File: src/rtl/ghost_collision_monitor_pkg.sv
// Shared game constants: screen geometry, coordinate widths and the
// encoding of the collision/life FSM states.
package ghost_collision_monitor_pkg;

    localparam int SCREEN_W = 640;
    localparam int SCREEN_H = 480;
    localparam int TILE     = 20;
    localparam int XW       = $clog2(SCREEN_W);
    localparam int YW       = $clog2(SCREEN_H);

    localparam logic [2:0] ST_IDLE    = 3'd0;
    localparam logic [2:0] ST_RESPAWN = 3'd1;
    localparam logic [2:0] ST_GRACE   = 3'd2;
    localparam logic [2:0] ST_PLAY    = 3'd3;
    localparam logic [2:0] ST_HIT     = 3'd4;
    localparam logic [2:0] ST_OVER    = 3'd5;

endpackage

File: src/rtl/proximity_cmp.sv
// One ghost against the player: catch when both |dx| and |dy| are within
// HIT_DIST. Differences carry one extra bit so they never wrap.
module proximity_cmp
    import ghost_collision_monitor_pkg::*;
#(
    parameter int HIT_DIST = 10
) (
    input  logic [XW-1:0] player_x,
    input  logic [YW-1:0] player_y,
    input  logic [XW-1:0] ghost_x,
    input  logic [YW-1:0] ghost_y,
    output logic          hit
);

    logic [XW:0] dx;
    logic [YW:0] dy;

    always_comb begin
        dx  = (player_x >= ghost_x) ? ({1'b0, player_x} - {1'b0, ghost_x})
                                    : ({1'b0, ghost_x} - {1'b0, player_x});
        dy  = (player_y >= ghost_y) ? ({1'b0, player_y} - {1'b0, ghost_y})
                                    : ({1'b0, ghost_y} - {1'b0, player_y});
        hit = (dx <= (XW+1)'(HIT_DIST)) && (dy <= (YW+1)'(HIT_DIST));
    end

endmodule

File: src/rtl/ghost_collision_monitor.sv
// Detects the player being caught by any ghost and runs the life/death
// sequence (freeze, countdown, respawn, lives, game over).
module ghost_collision_monitor
    import ghost_collision_monitor_pkg::*;
#(
    parameter int NUM_GHOSTS   = 4,
    parameter int HIT_DIST     = 10,
    parameter int START_LIVES  = 3,
    parameter int LIVES_W      = 2,
    parameter int FREEZE_TICKS = 60,
    localparam int GW = (NUM_GHOSTS > 1) ? $clog2(NUM_GHOSTS) : 1,
    localparam int CW = $clog2(FREEZE_TICKS + 1)
) (
    input  logic                     clk,
    input  logic                     reset,
    input  logic                     tick,
    input  logic                     start,
    input  logic [XW-1:0]            player_x,
    input  logic [YW-1:0]            player_y,
    input  logic [NUM_GHOSTS*XW-1:0] ghost_x_flat,
    input  logic [NUM_GHOSTS*YW-1:0] ghost_y_flat,
    output logic                     freeze,
    output logic                     respawn,
    output logic                     hit_pulse,
    output logic [GW-1:0]            hit_ghost,
    output logic [LIVES_W-1:0]       lives,
    output logic                     game_over,
    output logic [2:0]               state
);

    logic [NUM_GHOSTS-1:0] hit_comb;
    logic [NUM_GHOSTS-1:0] hit_vec_q;
    logic                  any_hit;
    logic [GW-1:0]         first_ghost;
    logic [2:0]            state_q;
    logic [LIVES_W-1:0]    lives_q;
    logic [CW-1:0]         cnt_q;
    logic                  hit_pulse_q;
    logic [GW-1:0]         hit_ghost_q;

    for (genvar g = 0; g < NUM_GHOSTS; g++) begin : g_cmp
        proximity_cmp #(.HIT_DIST(HIT_DIST)) u_cmp (
            .player_x (player_x),
            .player_y (player_y),
            .ghost_x  (ghost_x_flat[g*XW +: XW]),
            .ghost_y  (ghost_y_flat[g*YW +: YW]),
            .hit      (hit_comb[g])
        );
    end

    assign any_hit = |hit_vec_q;

    // Scan from the top down so the lowest hitting index is left standing.
    always_comb begin
        first_ghost = '0;
        for (int g = NUM_GHOSTS - 1; g >= 0; g--) begin
            if (hit_vec_q[g]) first_ghost = GW'(g);
        end
    end

    always_ff @(posedge clk) begin
        if (reset) begin
            state_q     <= ST_IDLE;
            lives_q     <= '0;
            cnt_q       <= '0;
            hit_pulse_q <= 1'b0;
            hit_ghost_q <= '0;
            hit_vec_q   <= '0;
        end else begin
            hit_vec_q   <= hit_comb;
            hit_pulse_q <= 1'b0;
            case (state_q)
                ST_IDLE, ST_OVER: begin
                    if (start) begin
                        state_q <= ST_RESPAWN;
                        lives_q <= LIVES_W'(START_LIVES);
                    end
                end
                ST_RESPAWN: state_q <= ST_GRACE;
                // One tick here lets the compare pipeline see reloaded positions.
                ST_GRACE: if (tick) state_q <= ST_PLAY;
                ST_PLAY: begin
                    if (any_hit) begin
                        state_q     <= ST_HIT;
                        hit_pulse_q <= 1'b1;
                        hit_ghost_q <= first_ghost;
                        lives_q     <= lives_q - LIVES_W'(1);
                        cnt_q       <= CW'(FREEZE_TICKS);
                    end
                end
                ST_HIT: begin
                    if (tick) begin
                        cnt_q <= cnt_q - CW'(1);
                        if (cnt_q <= CW'(1)) begin
                            state_q <= (lives_q == '0) ? ST_OVER : ST_RESPAWN;
                        end
                    end
                end
                default: state_q <= ST_IDLE;
            endcase
        end
    end

    assign freeze    = !(state_q == ST_GRACE || state_q == ST_PLAY);
    assign respawn   = (state_q == ST_RESPAWN);
    assign game_over = (state_q == ST_OVER);
    assign hit_pulse = hit_pulse_q;
    assign hit_ghost = hit_ghost_q;
    assign lives     = lives_q;
    assign state     = state_q;

endmodule

File: config.mk
export PLATFORM = sky130hd
export DESIGN_NAME = ghost_collision_monitor
export DESIGN_NICKNAME = d
export VERILOG_FILES = /design/src/rtl/ghost_collision_monitor_pkg.sv /design/src/rtl/proximity_cmp.sv /design/src/rtl/ghost_collision_monitor.sv
export SDC_FILE = /design/constraint.sdc
export NUM_CORES = 1
export LEC_CHECK = 0
export CAP_MARGIN = 20
export CORE_ASPECT_RATIO = 0.9
export CORE_MARGIN = 4
export CORE_UTILIZATION = 52
export DETAILED_ROUTE_END_ITERATION = 8
export MAX_ROUTING_LAYER = met4
export PLACE_DENSITY = 0.76
export SLEW_MARGIN = 20
export SYNTH_ARGS = -nofsm -noshare
export SYNTH_HDL_FRONTEND = slang
export SYNTH_SLANG_ARGS = --single-unit
File: constraint.sdc
create_clock -name clk -period 4.4 [get_ports clk]
set_input_delay 0.44 -clock clk [delete_from_list [all_inputs] [get_ports clk]]
set_output_delay 0.44 -clock clk [all_outputs]
set_load 0.05 [all_outputs]
**Word-level counts from Yosys, hierarchy flattened**

Index checks and enable logic that the tools add are counted.

- Register bits: 18
- Output and inout bits: 11
- Word-level logic and storage cells: 95

- Add/subtract/negate cells: 18
- Order comparisons: 17
- Eq/ne operators: 10
- Multiplexer cells: 26
- Bitwise gates (word level): 1
- Reduce and logical (&&, ||, !) cells: 17

Operators with widths:

| cell | number |
|---|---|
| subtractor 10 x 10 -> 11 bit | 8 |
| subtractor 9 x 9 -> 10 bit | 8 |
| <= comparator 11 x 4 -> 1 bit, second input constant | 4 |
| 2-to-1 mux 11 bit | 4 |
| >= comparator 10 bit | 4 |
| <= comparator 10 x 4 -> 1 bit, second input constant | 4 |
| 2-to-1 mux 10 bit | 4 |
| >= comparator 9 bit | 4 |
| 2-to-1 mux 3 bit | 6 |
| case mux 3 bit (5 select lines) | 1 |
| 2-to-1 mux 2 bit | 6 |
| 2-to-1 mux 6 bit | 2 |
| case mux 6 bit (2 select lines) | 1 |
| inequality test 2 bit, second input constant | 5 |
| equality test 3 x 2 -> 1 bit, second input constant | 2 |
| equality test 3 bit, second input constant | 2 |
| <= comparator 6 x 1 -> 1 bit, second input constant | 1 |
| AND reduction 3 bit | 2 |
| subtractor 6 x 1 -> 6 bit, second input constant | 1 |
| AND reduction 5 bit | 1 |
| logical AND 1 bit | 4 |
| case mux 2 bit (2 select lines) | 1 |
| nonzero test 2 bit | 2 |
| OR reduction 2 bit | 2 |
| other kinds (10) | 10 |

**Longest topological paths before layout**

Gate-level depths: netlist of the first run.

- Word-level depth: 5
- Gate-level depth with buffers: 13
- Mapped depth without buffers: 13

**Hierarchy**

From an unflattened synthesis of the first run, not the netlist that was laid out.

- Cell total of the unflattened synthesis: 1,164
- Area, all modules: 8,485.6 um2

Modules (own cells, without submodules):

| module | times used | cells each | area each (um2) | seq. area each (um2) |
|---|---|---|---|---|
| proximity_cmp at g_cmp[2].u_cmp ... | 2 | 264 | 1,918.1 | 0.0 |
| proximity_cmp at g_cmp[1].u_cmp | 1 | 267 | 1,886.8 | 0.0 |
| proximity_cmp at g_cmp[0].u_cmp | 1 | 268 | 1,856.8 | 0.0 |
| ghost_collision_monitor | 1 | 101 | 905.9 | 360.3 |

**Least setup slack after synthesis of the first run**

OpenSTA, ideal clock, no wires.

- Path type: in2reg
- Start: input player_y[0]
- End: register hit_vec_q[1]
- Library setup time: 0.061 ns
- Data arrival time: 2.702 ns
- Data required time: 4.339 ns
- Path slack: 1.637 ns
- Cell stages on the path: 12
- Path buffers: 0
- Path through: inv_1 -> ha_1 -> fa_1 -> nand2b_1 -> a21oi_2 -> nand4b_1 -> nand2_2 -> a41o_1 -> xnor2_1 -> a211o_1 -> a221oi_2 -> and4_1

- Word-level cells in the longest chain between the ends: 4
- Elaborated cells on any way between the ends: 6

RTL lines:

| element | RTL line | text |
|---|---|---|
| start, declared | ghost_collision_monitor.sv:19 | `input logic [YW-1:0] player_y,` |
| subtractor 9 x 9 -> 10 bit (tied with other cells) | proximity_cmp.sv:22 | `: ({1'b0, ghost_y} - {1'b0, player_y});` |
| 2-to-1 mux 10 bit * | proximity_cmp.sv:21 | `dy = (player_y >= ghost_y) ? ({1'b0, player_y} - {1'b0, ghost_y})` |
| <= comparator 10 x 4 -> 1 bit * | proximity_cmp.sv:23 | `hit = (dx <= (XW+1)'(HIT_DIST)) && (dy <= (YW+1)'(HIT_DIST));` |
| logical AND 1 bit * | proximity_cmp.sv:23 |  |
| end signal, assigned | ghost_collision_monitor.sv:70 | `hit_vec_q <= hit_comb;` |
| end, declared | ghost_collision_monitor.sv:32 | `logic [NUM_GHOSTS-1:0] hit_vec_q;` |

Mark *: on every way between the ends. The rest lies on a longest branch, timed or not.
A chain may end at the register's enable or synchronous reset.

**Final worst setup path of the first run**

- Start: input player_x[5]
- End: register hit_vec_q[2]

- Word-level cells in the longest chain between the ends: 4
- Elaborated cells on any way between the ends: 6

RTL lines:

| element | RTL line | text |
|---|---|---|
| start, declared | ghost_collision_monitor.sv:18 | `input logic [XW-1:0] player_x,` |
| subtractor 10 x 10 -> 11 bit (tied with other cells) | proximity_cmp.sv:20 | `: ({1'b0, ghost_x} - {1'b0, player_x});` |
| 2-to-1 mux 11 bit * | proximity_cmp.sv:19 | `dx = (player_x >= ghost_x) ? ({1'b0, player_x} - {1'b0, ghost_x})` |
| <= comparator 11 x 4 -> 1 bit * | proximity_cmp.sv:23 |  |
| logical AND 1 bit * | proximity_cmp.sv:23 |  |

Marks and branches as above.

==> flow_summary.yaml, run 1 <==
placed_design:
  pre_cts_slack_ns: 0.4667
  io_buffer_count: 109
  place_congestion: 0.9650
  placed_cells_incl_taps: 1369
  dp.final_hpwl_um: 19640
min_path:
  holdCritPathClass: "flop to flop"
  hold_path_startpoint: "cnt_q[0]"
timing:
  timing.final.max_slew_violations: 0
  hold_ws_ns: 0.5027
  timing.final.hold_violations: 0
  finalWorstSetupSlack_ns: 0.6634
  minimum_period_implied_by_the_final_worst_setup_slack_ns: 3.737
  clock.fmax_mhz: 267.6
  setup_viol: 0
  timing.slew.headroom_pct: 46.96
  setup_total_negative_slack_ns: 0
  layout_worst_path_cycle_share_pct: 84.92
  clock-skew-final_ns: 0.001793
  rsz0062_at_grt: "no"
  timing_worst_slew_pin_value_ns: 0.7931
power:
  ir_worst_vdd_uv: 143.1
  p_sw_share_pct: 49.86
  power.clock.fraction_pct: 11.5
  seq_power_share_pct: 11.8
  power_per_cell_area_mw_per_mm2: 191.2
  leakagePower_uw: 0.004346
  p_sw_uw: 890.9
  power_frac_comb_pct: 76.7
  internal-power_uw: 895.9
synth:
  synthesized_flop_and_latch_total: 18
  postSynth.topFlopCell: "sky130_fd_sc_hd__dfxtp_1"
  synth_area_mm2: 0.008188
  synth_cells: 1102
  synth_seq_area_share_pct: 4.401
  postSynthAreaPerCell_um2: 7.430
  synth.net_count: 1372
  yosys_warnings: 0
  asyncSetResetFlopFracSynth_pct: 0
  synthDistinctLibCells: 97
  synth-edff-count: 0
finish:
  final_layout_size_suffix_gt1_share_pct: 5.295
  layout.area.seq_um2: 360.3
  area.growth.synth_to_final_pct: 14.14
  post_layout_net_count: 1442
  multi_input_comb_area_mm2: 0.006982
  post-route-util_pct: 60.52
  nFillCells: 1429
  antennaDiodeCount: 0
  post_layout_nonfiller_instances: 1373
die:
  die-area_mm2: 0.01782
  io_pins: 110
  start_util_pct: 53.03
  core.rowCount: 43
  die_y_um: 127.0
  fp.dieW_um: 140.3
  design.core.area_mm2: 0.01544
grt:
  grt_antenna_before_repair: 0
  maximum_number_of_pins_on_one_net_before_global_route_repair: 19
  first_global_vias: 7806
  global_route_usage_over_all_layers_pct: 25.89
  grt_first_pass_wirelength_um: 38220
  grt-ovfl-total: 0
critical_path:
  critPathRequiredTime_ns: 4.58
  critPathKind: "input port to flop"
  crit_start: "player_x[5]"
  worst-path-buf-inv: 2
  worst_path_arrival_time_ns: 3.92
  path_cells: "clkdlybuf4s50_1 -> inv_1 -> ha_1 -> and3_1 -> o21a_1 -> a311o_1 -> a31oi_4 -> mux2i_1 -> xnor2_1 -> o21ai_0 -> nand2_1 -> nor3_2"
  path_delay_family: "compound AO/OA/AOI/OAI gates"
  critical_path.endpoint_type: "flop"
  timing.rr.start: "cnt_q[0]"
  critPathMaxFanout: 12
  start_kind: "input port"
  worst_path_cell_with_the_longest_stage_delay: "sky130_fd_sc_hd__clkdlybuf4s50_1"
  worst_path_largest_cell_delay_ns: 0.64
drt:
  drt-vias-per-instance: 5.920
  route.detailed.drc: 0
  antenna_left: 0
  detail_route.iter0.violations: 511
  routed_wire_length_per_instance_um: 16.91
  first_pass_iters: 5
  totalWireLength_um: 23220
  overall_via_count_from_detail_route: 8128
clock_tree:
  tritoncts.num_buffers: 3
  clk-insertion-delay-late_ns: 0.25
  ctsHtreeMaxLevel: 1
  ctsHoldBuffers: 0
  cts_sinks: 18
  cts.repair_timing.setup_buffer_count: 0
  clockBufferDepth: 2
  cts_tree: "built"
  cts.root.buffer_cell: "sky130_fd_sc_hd__clkbuf_16"
  clk_transition_reported_paths_ns: 0.06
  postCtsResizedCells: 0
run_status:
  result_of_the_run: "finished clean"
job:
  max_cap_violations: 0
-- state kept, by name (all words and copies together), names as in the netlist --
name,cells
state,3
hit_pulse,1
hit_ghost,2
lives,2
cnt_q,6
hit_vec_q,4
-- power by group through the flow --
| stage | Clock, uW | Combinational, uW | Sequential [uW] |
|---|---|---|---|
| 6_report | 205 | 1370 | 210 |
| 5_1_grt | 216 | 1510 | 214 |
| 4_1_cts | 210 | 1360 | 210 |
| 3_5_place_dp | 0 | 1350 | 213 |
| 3_3_place_gp | 0 | 1340 | 213 |
| 2_1_floorplan | 0 | 956 | 249 |
-- metrics by stage --
stage	instance area [um^2]	total power, uW
5_1_grt	9345	1939
2_1_floorplan	8188	1205
4_1_cts	9345	1775
6_report	9345	1787
3_3_place_gp	9256	1551
3_5_place_dp	9256	1561
-- cells in the mapped netlist (5+ instances only) --
master / instances / area share [%]
sky130_fd_sc_hd__buf_2: 17 / 1.0
sky130_fd_sc_hd__xnor2_1: 35 / 3.7
sky130_fd_sc_hd__o21ai_1: 12 / 0.73
sky130_fd_sc_hd__nand3_1: 22 / 1.3
sky130_fd_sc_hd__a21o_1: 34 / 3.1
sky130_fd_sc_hd__ha_1: 155 / 24
sky130_fd_sc_hd__a211oi_2: 5 / 0.76
sky130_fd_sc_hd__nand3b_1: 7 / 0.64
sky130_fd_sc_hd__o21ai_0: 64 / 3.9
sky130_fd_sc_hd__o31ai_1: 5 / 0.46
sky130_fd_sc_hd__clkbuf_1: 16 / 0.73
sky130_fd_sc_hd__a41o_1: 5 / 0.61
sky130_fd_sc_hd__a21oi_2: 8 / 0.86
sky130_fd_sc_hd__a21oi_1: 102 / 6.2
sky130_fd_sc_hd__nand2_1: 52 / 2.4
sky130_fd_sc_hd__o21a_1: 6 / 0.55
sky130_fd_sc_hd__a31oi_1: 20 / 1.5
sky130_fd_sc_hd__a211oi_1: 14 / 1.3
sky130_fd_sc_hd__a221o_1: 5 / 0.61
sky130_fd_sc_hd__nor3b_1: 5 / 0.46
sky130_fd_sc_hd__buf_6: 11 / 1.5
sky130_fd_sc_hd__mux2i_1: 25 / 3.1
sky130_fd_sc_hd__xor2_1: 18 / 1.9
sky130_fd_sc_hd__dfxtp_1: 18 / 4.4
sky130_fd_sc_hd__nor2b_1: 15 / 1.1
sky130_fd_sc_hd__nor2_1: 63 / 2.9
sky130_fd_sc_hd__fa_1: 16 / 3.9
sky130_fd_sc_hd__and2_1: 5 / 0.38
sky130_fd_sc_hd__o211ai_1: 8 / 0.73
sky130_fd_sc_hd__a2111oi_0: 5 / 0.53
sky130_fd_sc_hd__nand2b_1: 20 / 1.5
sky130_fd_sc_hd__inv_1: 143 / 6.6
sky130_fd_sc_hd__o21bai_1: 9 / 0.83
sky130_fd_sc_hd__nand4_1: 17 / 1.3
sky130_fd_sc_hd__a211o_1: 6 / 0.64
sky130_fd_sc_hd__nor3_1: 26 / 1.6
sky130_fd_sc_hd__nor4_1: 6 / 0.46
-- final cells by class --
class	count	area share, %
multi-input cells	891	74.71
repair buffers	112	11.92
inverters	146	5.864
flip-flops and latches	18	3.856
well taps	202	2.705
clock buffers	4	0.9506
-- routing by layer --
metal / routed length [um] / track usage, %
met1: 10780 / 34.79
met2: 10490 / 41.69
met3: 1321 / 2.470
met4: 624 / 7.350
met5: 0 / -
-- path summary, 6_finish.rpt --
kind / end / slack, ns / cells after the start
max: hit_vec_q[2] / 0.66 / 12
min: cnt_q[0] / 0.50 / 2
max reg2reg: hit_ghost[0] / 1.68 / 10
min reg2reg: cnt_q[0] / 0.50 / 2
-- cells by family after synthesis --
| family | count (synthesis) | synth area share [%] |
|---|---|---|
| AO/OA/AOI/OAI | 366 | 30.93 |
| AND/OR/NAND/NOR | 272 | 17.47 |
| buffers and inverters | 193 | 10.33 |
| adder cells (fa/ha/maj) | 171 | 27.60 |
| XOR/XNOR | 53 | 5.669 |
| multiplexers | 29 | 3.606 |
| flip-flops | 18 | 4.401 |
-- cell usage in the layout, fill, tap and decap left out, types with 6 or more instances in the layout --
master,synthesis,layout
sky130_fd_sc_hd__a21oi_1,102,102
sky130_fd_sc_hd__nand3_1,22,22
sky130_fd_sc_hd__mux2i_1,25,25
sky130_fd_sc_hd__a31oi_1,20,20
sky130_fd_sc_hd__o21ai_0,64,64
sky130_fd_sc_hd__o21bai_1,9,9
sky130_fd_sc_hd__nand4_1,17,17
sky130_fd_sc_hd__a211oi_1,14,14
sky130_fd_sc_hd__nand2b_1,20,20
sky130_fd_sc_hd__xor2_1,18,18
sky130_fd_sc_hd__nor3_1,26,26
sky130_fd_sc_hd__nor2b_1,15,15
sky130_fd_sc_hd__nand2_1,52,52
sky130_fd_sc_hd__inv_1,143,143
sky130_fd_sc_hd__dfxtp_1,18,18
sky130_fd_sc_hd__fa_1,16,16
sky130_fd_sc_hd__a21o_1,34,34
sky130_fd_sc_hd__o211ai_1,8,8
sky130_fd_sc_hd__xnor2_1,35,35
sky130_fd_sc_hd__a211o_1,6,6
sky130_fd_sc_hd__o21a_1,6,6
sky130_fd_sc_hd__nand3b_1,7,7
sky130_fd_sc_hd__a21oi_2,8,8
sky130_fd_sc_hd__nor2_1,63,63
sky130_fd_sc_hd__nor4_1,6,6
sky130_fd_sc_hd__clkdlybuf4s50_1,0,109
sky130_fd_sc_hd__ha_1,155,155
sky130_fd_sc_hd__o21ai_1,12,12
-- worst reg2reg max path: stages, from the launching register on --
cell	delay, ns
sky130_fd_sc_hd__dfxtp_1	0.33
sky130_fd_sc_hd__inv_1	0.08
sky130_fd_sc_hd__ha_1	0.19
sky130_fd_sc_hd__o21ai_0	0.08
sky130_fd_sc_hd__o41ai_1	0.37
sky130_fd_sc_hd__o22ai_1	0.15
sky130_fd_sc_hd__a221oi_1	0.58
sky130_fd_sc_hd__nand2_1	0.43
sky130_fd_sc_hd__nor3_1	0.29
sky130_fd_sc_hd__a21oi_1	0.06
sky130_fd_sc_hd__nor2_1	0.09
Note: power is estimated with default switching activity, not from simulation.
==> run 2: changes to the inputs <==
PLACE_DENSITY = 0.79   (was 0.76)
clock period = 3 ns   (was 4.4 ns; I/O delays follow)
==> run 2 against run 1 <==
- via count increased by 13%
- sequential share of layout area shrank 0.64 points
- first-iteration DRC count increased by 24%
- critical endpoint is now hit_vec_q[3]
- largest power group unchanged
==> flow_summary.yaml, run 2 (same netlist as run 1, synthesis figures left out) <==
grt:
  grt_first_pass_wirelength_um: 42170
  global_route_usage_over_all_layers_pct: 28.84
  maximum_number_of_pins_on_one_net_before_global_route_repair: 14
  grt-ovfl-total: 0
  first_global_vias: 8763
  grt_antenna_before_repair: 0
die:
  core.rowCount: 43
  start_util_pct: 53.03
  io_pins: 110
  die_y_um: 127.0
  fp.dieW_um: 140.3
  design.core.area_mm2: 0.01544
  die-area_mm2: 0.01782
finish:
  post_layout_nonfiller_instances: 1587
  regMostFlops: "cnt_q"
  layout_commonest_cell: "sky130_fd_sc_hd__buf_4"
  post_layout_net_count: 1657
  largest_register_ffs: 6
  design_area_mm2: 0.01119
  post-route-util_pct: 72.48
  antennaDiodeCount: 0
  final_layout_size_suffix_gt1_share_pct: 22.82
  area.growth.synth_to_final_pct: 36.69
  most-common-layout-cells: "sky130_fd_sc_hd__buf_4, sky130_fd_sc_hd__ha_1, sky130_fd_sc_hd__inv_1"
drt:
  route.detailed.drc: 0
  first_pass_iters: 5
  drt-vias-per-instance: 5.762
  routed_wire_length_per_instance_um: 16.80
  detail_route.iter0.violations: 634
  overall_via_count_from_detail_route: 9144
  antenna_left: 0
  totalWireLength_um: 26670
clock_tree:
  cts_tree: "built"
  ctsHtreeMaxLevel: 1
  clk_transition_reported_paths_ns: 0.05
  cts_sinks: 18
  tritoncts.num_buffers: 3
  clockBufferDepth: 2
  clk-insertion-delay-late_ns: 0.25
  cts.root.buffer_cell: "sky130_fd_sc_hd__clkbuf_16"
power:
  ir_worst_vdd_uv: 163.5
  leakagePower_uw: 0.005401
  totalPowerFinal_uw: 3062
  power_per_cell_area_mw_per_mm2: 273.6
timing:
  finalWorstSetupSlack_ns: 0.07949
  minimum_period_implied_by_the_final_worst_setup_slack_ns: 2.921
  setup_viol: 0
  clock-skew-final_ns: 0.002029
  timing.final.hold_violations: 0
  timing.slew.headroom_pct: 62.30
  clock.fmax_mhz: 342.4
  timing.final.max_slew_violations: 0
  timing_worst_slew_pin_value_ns: 0.5642
  layout_worst_path_cycle_share_pct: 97.35
run_status:
  result_of_the_run: "finished clean"
placed_design:
  place_congestion: 1.011
  pre_cts_slack_ns: -0.3403
  io_buffer_count: 109
  placed_cells_incl_taps: 1573
  placedInstanceArea_mm2: 0.01079
  dp.final_hpwl_um: 22200
min_path:
  holdCritPathClass: "flop to flop"
critical_path:
  path_cells: "clkdlybuf4s50_1 -> inv_1 -> ha_1 -> a41o_1 -> o22a_1 -> a21oi_4 -> mux2i_1 -> xnor2_1 -> a21oi_1 -> nor4_2 -> o2111a_1"
  worst_path_arrival_time_ns: 3.11
  worst_path_largest_cell_delay_ns: 0.48
  start_kind: "input port"
  critPathRequiredTime_ns: 3.19
  critPathKind: "input port to flop"
  critPathMaxFanout: 6
  critical_path.endpoint_type: "flop"
  worst_path_cell_with_the_longest_stage_delay: "sky130_fd_sc_hd__clkdlybuf4s50_1"
job:
  max_cap_violations: 0
## run 2: cell count changes in the layout (fill, tap and decap cells not counted), moves of 5 or more
cell                      before  now
sky130_fd_sc_hd__o21ai_1      12   17
sky130_fd_sc_hd__ha_1        155  146
sky130_fd_sc_hd__inv_1       143  135
sky130_fd_sc_hd__inv_2         3   10
sky130_fd_sc_hd__buf_4         3  216
sky130_fd_sc_hd__o21ai_0      64   57
sky130_fd_sc_hd__ha_4          0    7
sky130_fd_sc_hd__a21oi_1     102   97
## run 2: final timing paths
kind | start | endpoint | slack, ns | cells after the start
max | player_y[3] | hit_vec_q[3] | 0.08 | 11
min | hit_ghost[1] | hit_ghost[1] | 0.51 | 2
max reg2reg | cnt_q[0] | hit_ghost[0] | 0.53 | 10
min reg2reg | hit_ghost[1] | hit_ghost[1] | 0.51 | 2
## run 2: layer usage
layer	vias to the layer above	wire (um)	track usage, %
met3	56	1516	2.096
met4	0	799	8.148
li1	4507	-	-
met1	4249	11570	36.55
met5	-	0	-
met2	332	12790	49.66
## run 2: cell type report
type | count | area (um^2)
clock buffer | 3 | 75.07
fill | 1212 | 4249
inverter | 146 | 551.8
multi-input combinational | 891 | 7214
sequential | 18 | 360.3
tap | 202 | 252.7
timing repair buffer | 327 | 2738
## run 2: repair_timing
item | in CTS | in global routing
pin swaps | 8 | 16
setup endpoints to repair | 3 | 4
hold buffers | 0 | 0
gates resized for setup | 15 | 45
setup buffers | 3 | 8
## run 2: stage by stage
step                TNS (ns)  hold WS [ns]
finish                     0        0.5115
global placement     -0.7623        0.4706
floorplan                  0        0.4687
global route        -0.07352        0.5394
detailed placement    -1.109        0.4926
CTS                        0        0.5086
## run 2: power by group
| group | switching (uW) | internal [uW] |
|---|---|---|
| clock | 87.4 | 175 |
| combinational | 1310 | 1180 |
| sequential | 39.7 | 269 |
## run 2: critical path: cells and delay by family
| kind | cells | cell delay (ns) |
|---|---|---|
| compound gates | 5 | 1.04 |
| fa+ha+maj | 1 | 0.39 |
| simple gates | 1 | 0.31 |
| mux | 1 | 0.30 |
| buf+inv | 2 | 0.60 |
| xor+xnor | 1 | 0.17 |
